==> src/rtl/disp_arbiter.sv <==
// disp_arbiter: round-robin, time-sliced sharing of the six digits and LED bank
// among NREQ requesters, with the owner's image registered onto the pins.
module disp_arbiter #(
    parameter int         NREQ      = 3,
    parameter int         SLICE_CYC = 25000000,
    parameter logic [7:0] IDLE_HEX  = 8'hFF
) (
    input  logic              clk,
    input  logic              rst,
    input  logic [NREQ-1:0]   req,
    input  logic [NREQ*48-1:0] src_hex,
    input  logic [NREQ*16-1:0] src_led,
    output logic [NREQ-1:0]   gnt,
    output logic [2:0]        owner,
    output logic              busy,
    output logic              preempt,
    output logic [7:0]        sthex0,
    output logic [7:0]        sthex1,
    output logic [7:0]        sthex2,
    output logic [7:0]        sthex3,
    output logic [7:0]        sthex4,
    output logic [7:0]        sthex5,
    output logic [15:0]       stled
);
    localparam int CW = $clog2(SLICE_CYC);
    localparam logic [CW-1:0] RELOAD = CW'(SLICE_CYC - 1);
    typedef enum logic {IDLE, OWNED} state_t;
    state_t          state_q, state_d;
    logic [NREQ-1:0] gnt_q, gnt_d;
    logic [2:0]      owner_q, owner_d, rr_q, rr_d;
    logic            busy_q, busy_d, preempt_q, preempt_d;
    logic [CW-1:0]   cnt_q, cnt_d;
    logic [47:0]     hex_q, hex_d;
    logic [15:0]     led_q, led_d;
    logic [7:0]      req8;
    logic [47:0]     hex_a [8];
    logic [15:0]     led_a [8];
    logic [2:0]      first_sel, other_sel, next_rr;
    logic            first_ok, other_ok, rel, expd;
    assign req8 = 8'(req);
    for (genvar g = 0; g < 8; g++) begin : g_src
        if (g < NREQ) begin : g_on
            assign hex_a[g] = src_hex[48*g +: 48];
            assign led_a[g] = src_led[16*g +: 16];
        end else begin : g_off
            assign hex_a[g] = '0;
            assign led_a[g] = '0;
        end
    end
    // first_sel scans every index from rr; other_sel scans after the owner, skipping it
    always_comb begin
        first_ok  = 1'b0;
        first_sel = 3'd0;
        other_ok  = 1'b0;
        other_sel = 3'd0;
        for (int k = 0; k < NREQ; k++) begin
            if (!first_ok && req8[3'((int'(rr_q) + k) % NREQ)]) begin
                first_ok  = 1'b1;
                first_sel = 3'((int'(rr_q) + k) % NREQ);
            end
        end
        for (int k = 1; k < NREQ; k++) begin
            if (!other_ok && req8[3'((int'(owner_q) + k) % NREQ)]) begin
                other_ok  = 1'b1;
                other_sel = 3'((int'(owner_q) + k) % NREQ);
            end
        end
        next_rr = 3'((int'(owner_q) + 1) % NREQ);
        rel     = !req8[owner_q];
        expd    = cnt_q == '0;
    end
    always_comb begin
        state_d   = state_q;
        gnt_d     = gnt_q;
        owner_d   = owner_q;
        rr_d      = rr_q;
        busy_d    = busy_q;
        preempt_d = 1'b0;
        cnt_d     = cnt_q;
        hex_d     = {6{IDLE_HEX}};
        led_d     = '0;
        if (state_q == IDLE) begin
            if (first_ok) begin
                state_d = OWNED;
                gnt_d   = NREQ'(1) << first_sel;
                owner_d = first_sel;
                busy_d  = 1'b1;
                cnt_d   = RELOAD;
            end
        end else begin
            hex_d = hex_a[owner_q];
            led_d = led_a[owner_q];
            cnt_d = expd ? cnt_q : cnt_q - CW'(1);
            if (rel || expd) begin
                if (other_ok) begin
                    gnt_d     = NREQ'(1) << other_sel;
                    owner_d   = other_sel;
                    cnt_d     = RELOAD;
                    rr_d      = next_rr;
                    preempt_d = !rel;
                end else if (rel) begin
                    state_d = IDLE;
                    gnt_d   = '0;
                    busy_d  = 1'b0;
                    rr_d    = next_rr;
                    hex_d   = {6{IDLE_HEX}};
                    led_d   = '0;
                end else begin
                    cnt_d = RELOAD;
                end
            end
        end
    end
    always_ff @(posedge clk or posedge rst) begin
        if (rst) begin
            state_q   <= IDLE;
            gnt_q     <= '0;
            owner_q   <= 3'd0;
            rr_q      <= 3'd0;
            busy_q    <= 1'b0;
            preempt_q <= 1'b0;
            cnt_q     <= '0;
            hex_q     <= {6{IDLE_HEX}};
            led_q     <= '0;
        end else begin
            state_q   <= state_d;
            gnt_q     <= gnt_d;
            owner_q   <= owner_d;
            rr_q      <= rr_d;
            busy_q    <= busy_d;
            preempt_q <= preempt_d;
            cnt_q     <= cnt_d;
            hex_q     <= hex_d;
            led_q     <= led_d;
        end
    end
    assign gnt     = gnt_q;
    assign owner   = owner_q;
    assign busy    = busy_q;
    assign preempt = preempt_q;
    assign sthex0  = hex_q[7:0];
    assign sthex1  = hex_q[15:8];
    assign sthex2  = hex_q[23:16];
    assign sthex3  = hex_q[31:24];
    assign sthex4  = hex_q[39:32];
    assign sthex5  = hex_q[47:40];
    assign stled   = led_q;
endmodule
==> config.mk <==
export PLATFORM = sky130hd
export DESIGN_NAME = disp_arbiter
export DESIGN_NICKNAME = d
export VERILOG_FILES = /design/src/rtl/disp_arbiter.sv
export SDC_FILE = /design/constraint.sdc
export NUM_CORES = 1
export LEC_CHECK = 0
export CAP_MARGIN = 20
export CORE_UTILIZATION = 41
export CTS_CLUSTER_DIAMETER = 40
export DETAILED_ROUTE_END_ITERATION = 10
export GPL_ROUTABILITY_DRIVEN = 0
export PLACE_DENSITY = 0.82
export SETUP_SLACK_MARGIN = 0.2
export SYNTH_ARGS = -nofsm -noshare
export SYNTH_HDL_FRONTEND = slang
export SYNTH_SLANG_ARGS = --single-unit
==> constraint.sdc <==
create_clock -name clk -period 4.4 [get_ports clk]
set_input_delay 0.44 -clock clk [delete_from_list [all_inputs] [get_ports clk]]
set_output_delay 0.44 -clock clk [all_outputs]
set_load 0.05 [all_outputs]
After elaboration in Yosys (flattened, before gate mapping) --
Cells that the tools add are included.
Cells by class: add/subtract/negate cells 5, shifts and indexed selects 2, $lt $le $gt $ge 7, muxes and demuxes 71, div/mod/pow operators 5, $mul 0, reductions and logical operators 14, equality and inequality tests 6, bitwise logic cells 1
Operators with widths (count):
- $mux 48 | 6
- $mux 25 | 6
- $bmux 48 s3 | 1
- $mod 32x3->32 const B | 4
- $mux 16 | 6
- $bmux 16 s3 | 1
- $mux 3 | 16
- $mod 4x3->32 const B | 1
- $mux 1 | 29
- $logic_not 25->1 | 1
- $lt 3x5->1 const B | 5
- $sub 25x1->25 const B | 1
- $bmux 1 s3 | 6
- $reduce_and 3->1 | 3
- $add 3x1->4 const B | 2
- $add 3x2->4 const B | 2
- $ne 2x2->1 const B | 3
- $shl 1x3->3 const A | 2
- $ge 4x4->1 const B | 1
- $logic_not 1->1 | 4
- $lt 3x4->1 const B | 1
- $ne 2x1->1 const B | 2
- $not 3->4 | 1
- $reduce_and 4->1 | 1
- other kinds (4) | 6
Storage, ports and cells: flip-flop bits (word level) 101, memories kept 0, input bits 197, RAM bits 0, latch bits 0, bits in read-only memories 0, word-level logic and storage cells 120, output and inout bits 72

Longest topological paths before layout --
depth after elaboration 14, depth in mapped cells 22, depth with buffers taken out 18

Least setup slack after synthesis --
No wires, ideal clock.
path type register to register, start register rr_q[0], end register owner_q[0], in the netlist owner[0], cell stages (with the launch flop) 20, setup slack 167 ps, data arrival time 4108 ps, path buffers 3, data required time 4275 ps, library setup time 125 ps, clock period less this slack 4233 ps, path through dfrtp_1 buf_2 clkbuf_1 inv_1 ha_1 ha_1 ha_1 clkbuf_1 nand2_1 o21ai_0 a211oi_4 ha_1 mux2i_1 o22ai_1 nor2_1 a211oi_1 o32ai_2 a41oi_4 a21o_4 mux2_4
Between the ends: longest elaborated chain between the ends 13, elaborated cells on any way between the ends 28, classes of those cells add/sub: 2; div: 3; mux: 17; reduce/logical: 6
RTL lines:
- from (decl) | RTL line 30 | logic [2:0] owner_q, owner_d, rr_q, rr_d;
- from (signal assigned) | RTL line 129 | rr_q <= rr_d;
- branches (longest 13 deep; another with $mod 32x3->32)
- to (signal assigned) | RTL line 128 | owner_q <= owner_d;
- to (decl) | RTL line 30
Parallel ways; which one is timed is not known. The select of a mux whose other input is x is not followed. A chain may end at the register's enable or synchronous reset.

Final worst setup path --
start register owner_q[1], in the netlist owner[1], end register gnt_q[1], in the netlist gnt[1]
Between the ends: longest elaborated chain between the ends 13, elaborated cells on any way between the ends 27, classes of those cells add/sub: 2; div: 2; eq/ne: 2; shift: 1; mux: 15; reduce/logical: 5
RTL lines:
- $add 3x1->4 | RTL line 63, 65
- $mod 32x3->32 | RTL line 63, 65
- $bmux 1 s3 | RTL line 63 | if (!other_ok && req8[3'((int'(owner_q) + k) % NREQ)]) begin
- $mux 1 (not written as such) (2 in series) | RTL line 63
- $mux 1 | RTL line 63
- $logic_not 1->1 | RTL line 63
- $logic_and 1x1->1 | RTL line 63
- $mux 3 | RTL line 63
- $shl 1x3->3 | RTL line 96 | gnt_d = NREQ'(1) << other_sel;
- $mux 3 | RTL line 95 | if (other_ok) begin
- $mux 3 | RTL line 94 | if (rel || expd) begin
- $mux 3 | RTL line 82 | if (state_q == IDLE) begin
- to (signal assigned) | RTL line 127 | gnt_q <= gnt_d;
- to (decl) | RTL line 29 | logic [NREQ-1:0] gnt_q, gnt_d;
Parallel ways exist; a longest one is shown, timed or not. The select of a mux whose other input is x is not followed.

==> impl_metrics.csv <==
group,metric,value,unit
run_status,status,"complete, no violations",
clock_network,clk_latency,0.36,ns
logic_synthesis,ys_async_sr_fraction,100.0,%
sta,rsz0062_at_grt,"no",
logic_synthesis,syn_area_per_cell,8.751,um2
sta,hold_viol,0,
setup_path,cp_num_buf_inv,0,
sta,fmax,247.9,MHz
pwr,p_per_area,815.5,nW/um2
setup_path,crit_required,4.64,ns
logic_synthesis,synthCells,828,
logic_synthesis,synth-edff-count,0,
setup_path,cp.depth,15,
pwr,p_int,4.381,mW
grt,grt_pass1_vias,7275,
logic_synthesis,synth_cell_types,94,
final_layout,fill_cells,1448,
die,pin_count,269,
final_layout,fin_nets,1320,
routing,vias_per_cell,5.636,
setup_path,arrival,4.28,ns
logic_synthesis,ys_seq_area_share,35.71,%
routing,drtPass1Iterations,5,
run,cap_violations,0,
setup_path,cp_slowest_cell,"dfrtp_4",
sta,fin_crit,4.035,ns
routing,wl,23.52,mm
setup_path,crit_chain,"ha_2 -> xnor2_2 -> a21oi_1 -> ha_1 -> ha_1 -> a311oi_2 -> a22o_1 -> nor2_1 -> ha_1 -> nor2b_1 -> nor3_2 -> nor2_1 -> a21boi_0 -> o32ai_1 -> mux2_1",
final_layout,syn2layout_area_growth,47.40,%
setup_path,reg2reg_from,"owner[1]",
logic_synthesis,synth.area.top_cells,"dfrtp_1, dfstp_2, mux2i_1, o21ai_0, ha_1",
routing,postRouteAntennaNets,0,
sta,skew,0.007303,ns
grt,grt_first_pass_wirelength,36.42,mm
setup_path,worstPathMaxFanout,9,
sta,setup_violations,0,
setup_path,critPathLaunchType,"register",
die,die_height,134.9,um
grt,grt_usage,25.48,%
final_layout,post-route-util,61.75,%
clock_network,cts_hold_buf,0,
pwr,peakVddDrop,0.4501,mV
die,die_area,18210,um2
setup_path,crit_family,"adder cells",
sta,slew_violations,0,
setup_path,crit_path_end,"gnt[1]",
placement,dp_hpwl,17.30,mm
setup_path,critical_path_class,"reg2reg",
grt,antenna_found_initial,2,
setup_path,crit_start,"owner[1]",
grt,grt_overflow,0,
sta,worstMarginPinSlew,0.8913,ns
grt,grt.busiest_layer,"met2",
setup_path,crit_path_end_kind,"register",
clock_network,clockRootBuffer,"clkbuf_16",
logic_synthesis,yosysWarnings,0,
setup_path,reg2reg_depth,15,
clock_network,cts_tree,"built",
grt,grt_use_met2,45.48,%
routing,vias,7445,
logic_synthesis,synth-seq-cells,101,
grt,grt_use_met3,5.893,%
logic_synthesis,netlist_area,7246,um2
die,rows,48,
sta,final.setup.tns,0,ns
pwr,seqPwrFrac,17.3,%
grt,globalRouteMet1Util,28.46,%
clock_network,clock_path_buffers,2,
final_layout,drive_gt1_share,14.63,%
sta,relSlewSlack,40.58,%
pwr,fin_total_pwr,8.710,mW
sta,worst_slack,0.3654,ns
setup_path,r2r_end,"gnt[1]",
routing,wl_per_cell,17.81,um
logic_synthesis,synth_largest_area_cell,"dfrtp_1",
die,core_area,17300,um2
logic_synthesis,syn_nets,1058,
pwr,p_sw_share,49.70,%
clock_network,cts_sinks,101,
grt,grt_max_degree,73,
die,initial_utilization,41.89,%
pwr,power_switching,4.329,mW
worst_hold_path,hold_path.class,"reg2reg",
setup_path,cpMostUsedCell,"ha_1",
setup_path,r2r_setup_slack,0.37,ns
logic_synthesis,synthFlopType,"dfrtp_1",
pwr,clkPwrFrac,8.9,%
logic_synthesis,synth_top_area_share,18.30,%
clock_network,cts_max_level,3,
die,die_w,134.9,um
pwr,combPwrFrac,73.8,%
clock_network,clk_pin_slew,0.07,ns
routing,drt_iter0_drc,496,
routing,drc,0,
setup_path,slowest_delay,0.53,ns
placement,portBuffers,268,
clock_network,cts_buffers,9,
sta,fin_crit_sh,91.70,%
placement,pre_cts_slack,0.07091,ns
pwr,leakage,4.310,nW
==> per-layer routing <==
metal	share of wire [%]	routed length [um]
met5	0	0
met3	6.1	1425
met1	38	8838
met2	52	12180
met4	4.6	1076
==> through the flow <==
stage / area, um2 / hold slack (ns) / std cells
floorplan: 7247 / 0.4538 / 828
global placement: 10160 / 0.4819 / 1289
detailed placement: 10160 / 0.4849 / 1289
CTS: 10470 / 0.5038 / 1307
global route: 10680 / 0.5359 / 1321
finish: 10680 / 0.5004 / 1321
==> power by group through the flow <==
stage | Sequential (mW) | Combinational (mW) | Clock (mW)
4_1_cts | 1.49 | 5.98 | 0.785
5_1_grt | 1.53 | 6.89 | 0.824
6_report | 1.51 | 6.43 | 0.773
2_1_floorplan | 2.34 | 3.53 | 0
3_5_place_dp | 1.51 | 5.87 | 0
3_3_place_gp | 1.49 | 5.74 | 0
==> worst register-to-register path: stages, from the launching register on <==
cell and delay, ns:
dfrtp_4 0.53, ha_2 0.22, xnor2_2 0.20, a21oi_1 0.09, ha_1 0.26, ha_1 0.22, a311oi_2 0.22, a22o_1 0.23
nor2_1 0.07, ha_1 0.34, nor2b_1 0.16, nor3_2 0.40, nor2_1 0.18, a21boi_0 0.30, o32ai_1 0.18, mux2_1 0.32
==> worst min-delay path by stage <==
stage	end	depth (start not counted)	from	slack, ns
after CTS	cnt_q[12]	1	cnt_q[12]	0.50
final	gnt[2]	1	gnt[2]	0.50
after global routing	gnt[2]	1	gnt[2]	0.54
after global placement	cnt_q[19]	1	cnt_q[19]	0.48
after detailed placement	gnt[2]	1	gnt[2]	0.48
after floorplan	cnt_q[12]	1	cnt_q[12]	0.45
==> layout make-up <==
| cell class | instances | area, um2 | area share [%] |
|---|---|---|---|
| Clock inverter | 6 | 52.55 | 0.4920 |
| Tap cell | 225 | 281.5 | 2.636 |
| Multi-Input combinational cell | 643 | 4433 | 41.51 |
| Clock buffer | 9 | 225.2 | 2.109 |
| Timing Repair Buffer | 303 | 2965 | 27.76 |
| Antenna cell | 2 | 5.005 | 0.04686 |
| Inverter | 32 | 122.6 | 1.148 |
| Sequential cell | 101 | 2595 | 24.30 |
==> logic make-up after synthesis <==
group / Yosys count / share of synthesized area [%]
compound gates: 267 / 23.09
xor+xnor: 16 / 2.245
fa+ha+maj: 33 / 5.699
buf+inv: 89 / 5.422
flops: 101 / 35.71
mux: 81 / 11.29
simple gates: 241 / 16.54
==> registers in the layout (all words and copies together) (netlist names) <==
register,cells
hex_q,48
cnt_q,25
stled,16
gnt,3
owner,3
rr_q,3
busy,1
preempt,1
state_q,1
==> cell usage after synthesis, drive strengths merged (7+ instances only) <==
library cell,number
or3,8
nor4,7
clkbuf,30
dfrtp,53
a21oi,82
nor2,103
xnor2,14
inv,30
buf,27
nor3,34
dfstp,48
nor2b,8
nand2b,9
nand3,14
o21ai,110
ha,33
mux2i,78
nand2,30
a21o,7
a211oi,9
==> cell usage in the layout (no fill, tap or decap), types with 5 or more instances in the layout <==
cell type        instances
or3_1                    6
nor2_1                 100
a211oi_1                 6
clkbuf_16                9
o21ai_1                 16
ha_1                    27
mux2i_1                 78
nor4_1                   6
dfrtp_1                 49
a21oi_1                 79
clkdlybuf4s50_1        268
buf_4                   32
nand2b_1                 8
nor3_1                  31
xnor2_1                 11
nand3_1                 13
a22o_1                   5
a21o_1                   5
inv_1                   28
nand2_1                 30
nor2b_1                  8
dfstp_2                 48
o21ai_0                 92
==> what timing repair did <==
action,4_1_cts,5_1_grt
gates cloned,1,4
resized for setup,2,25
buffers inserted,2,8
pin swaps,1,9
setup endpoints to repair,18,92
Power figures use the tool's default switching activity.
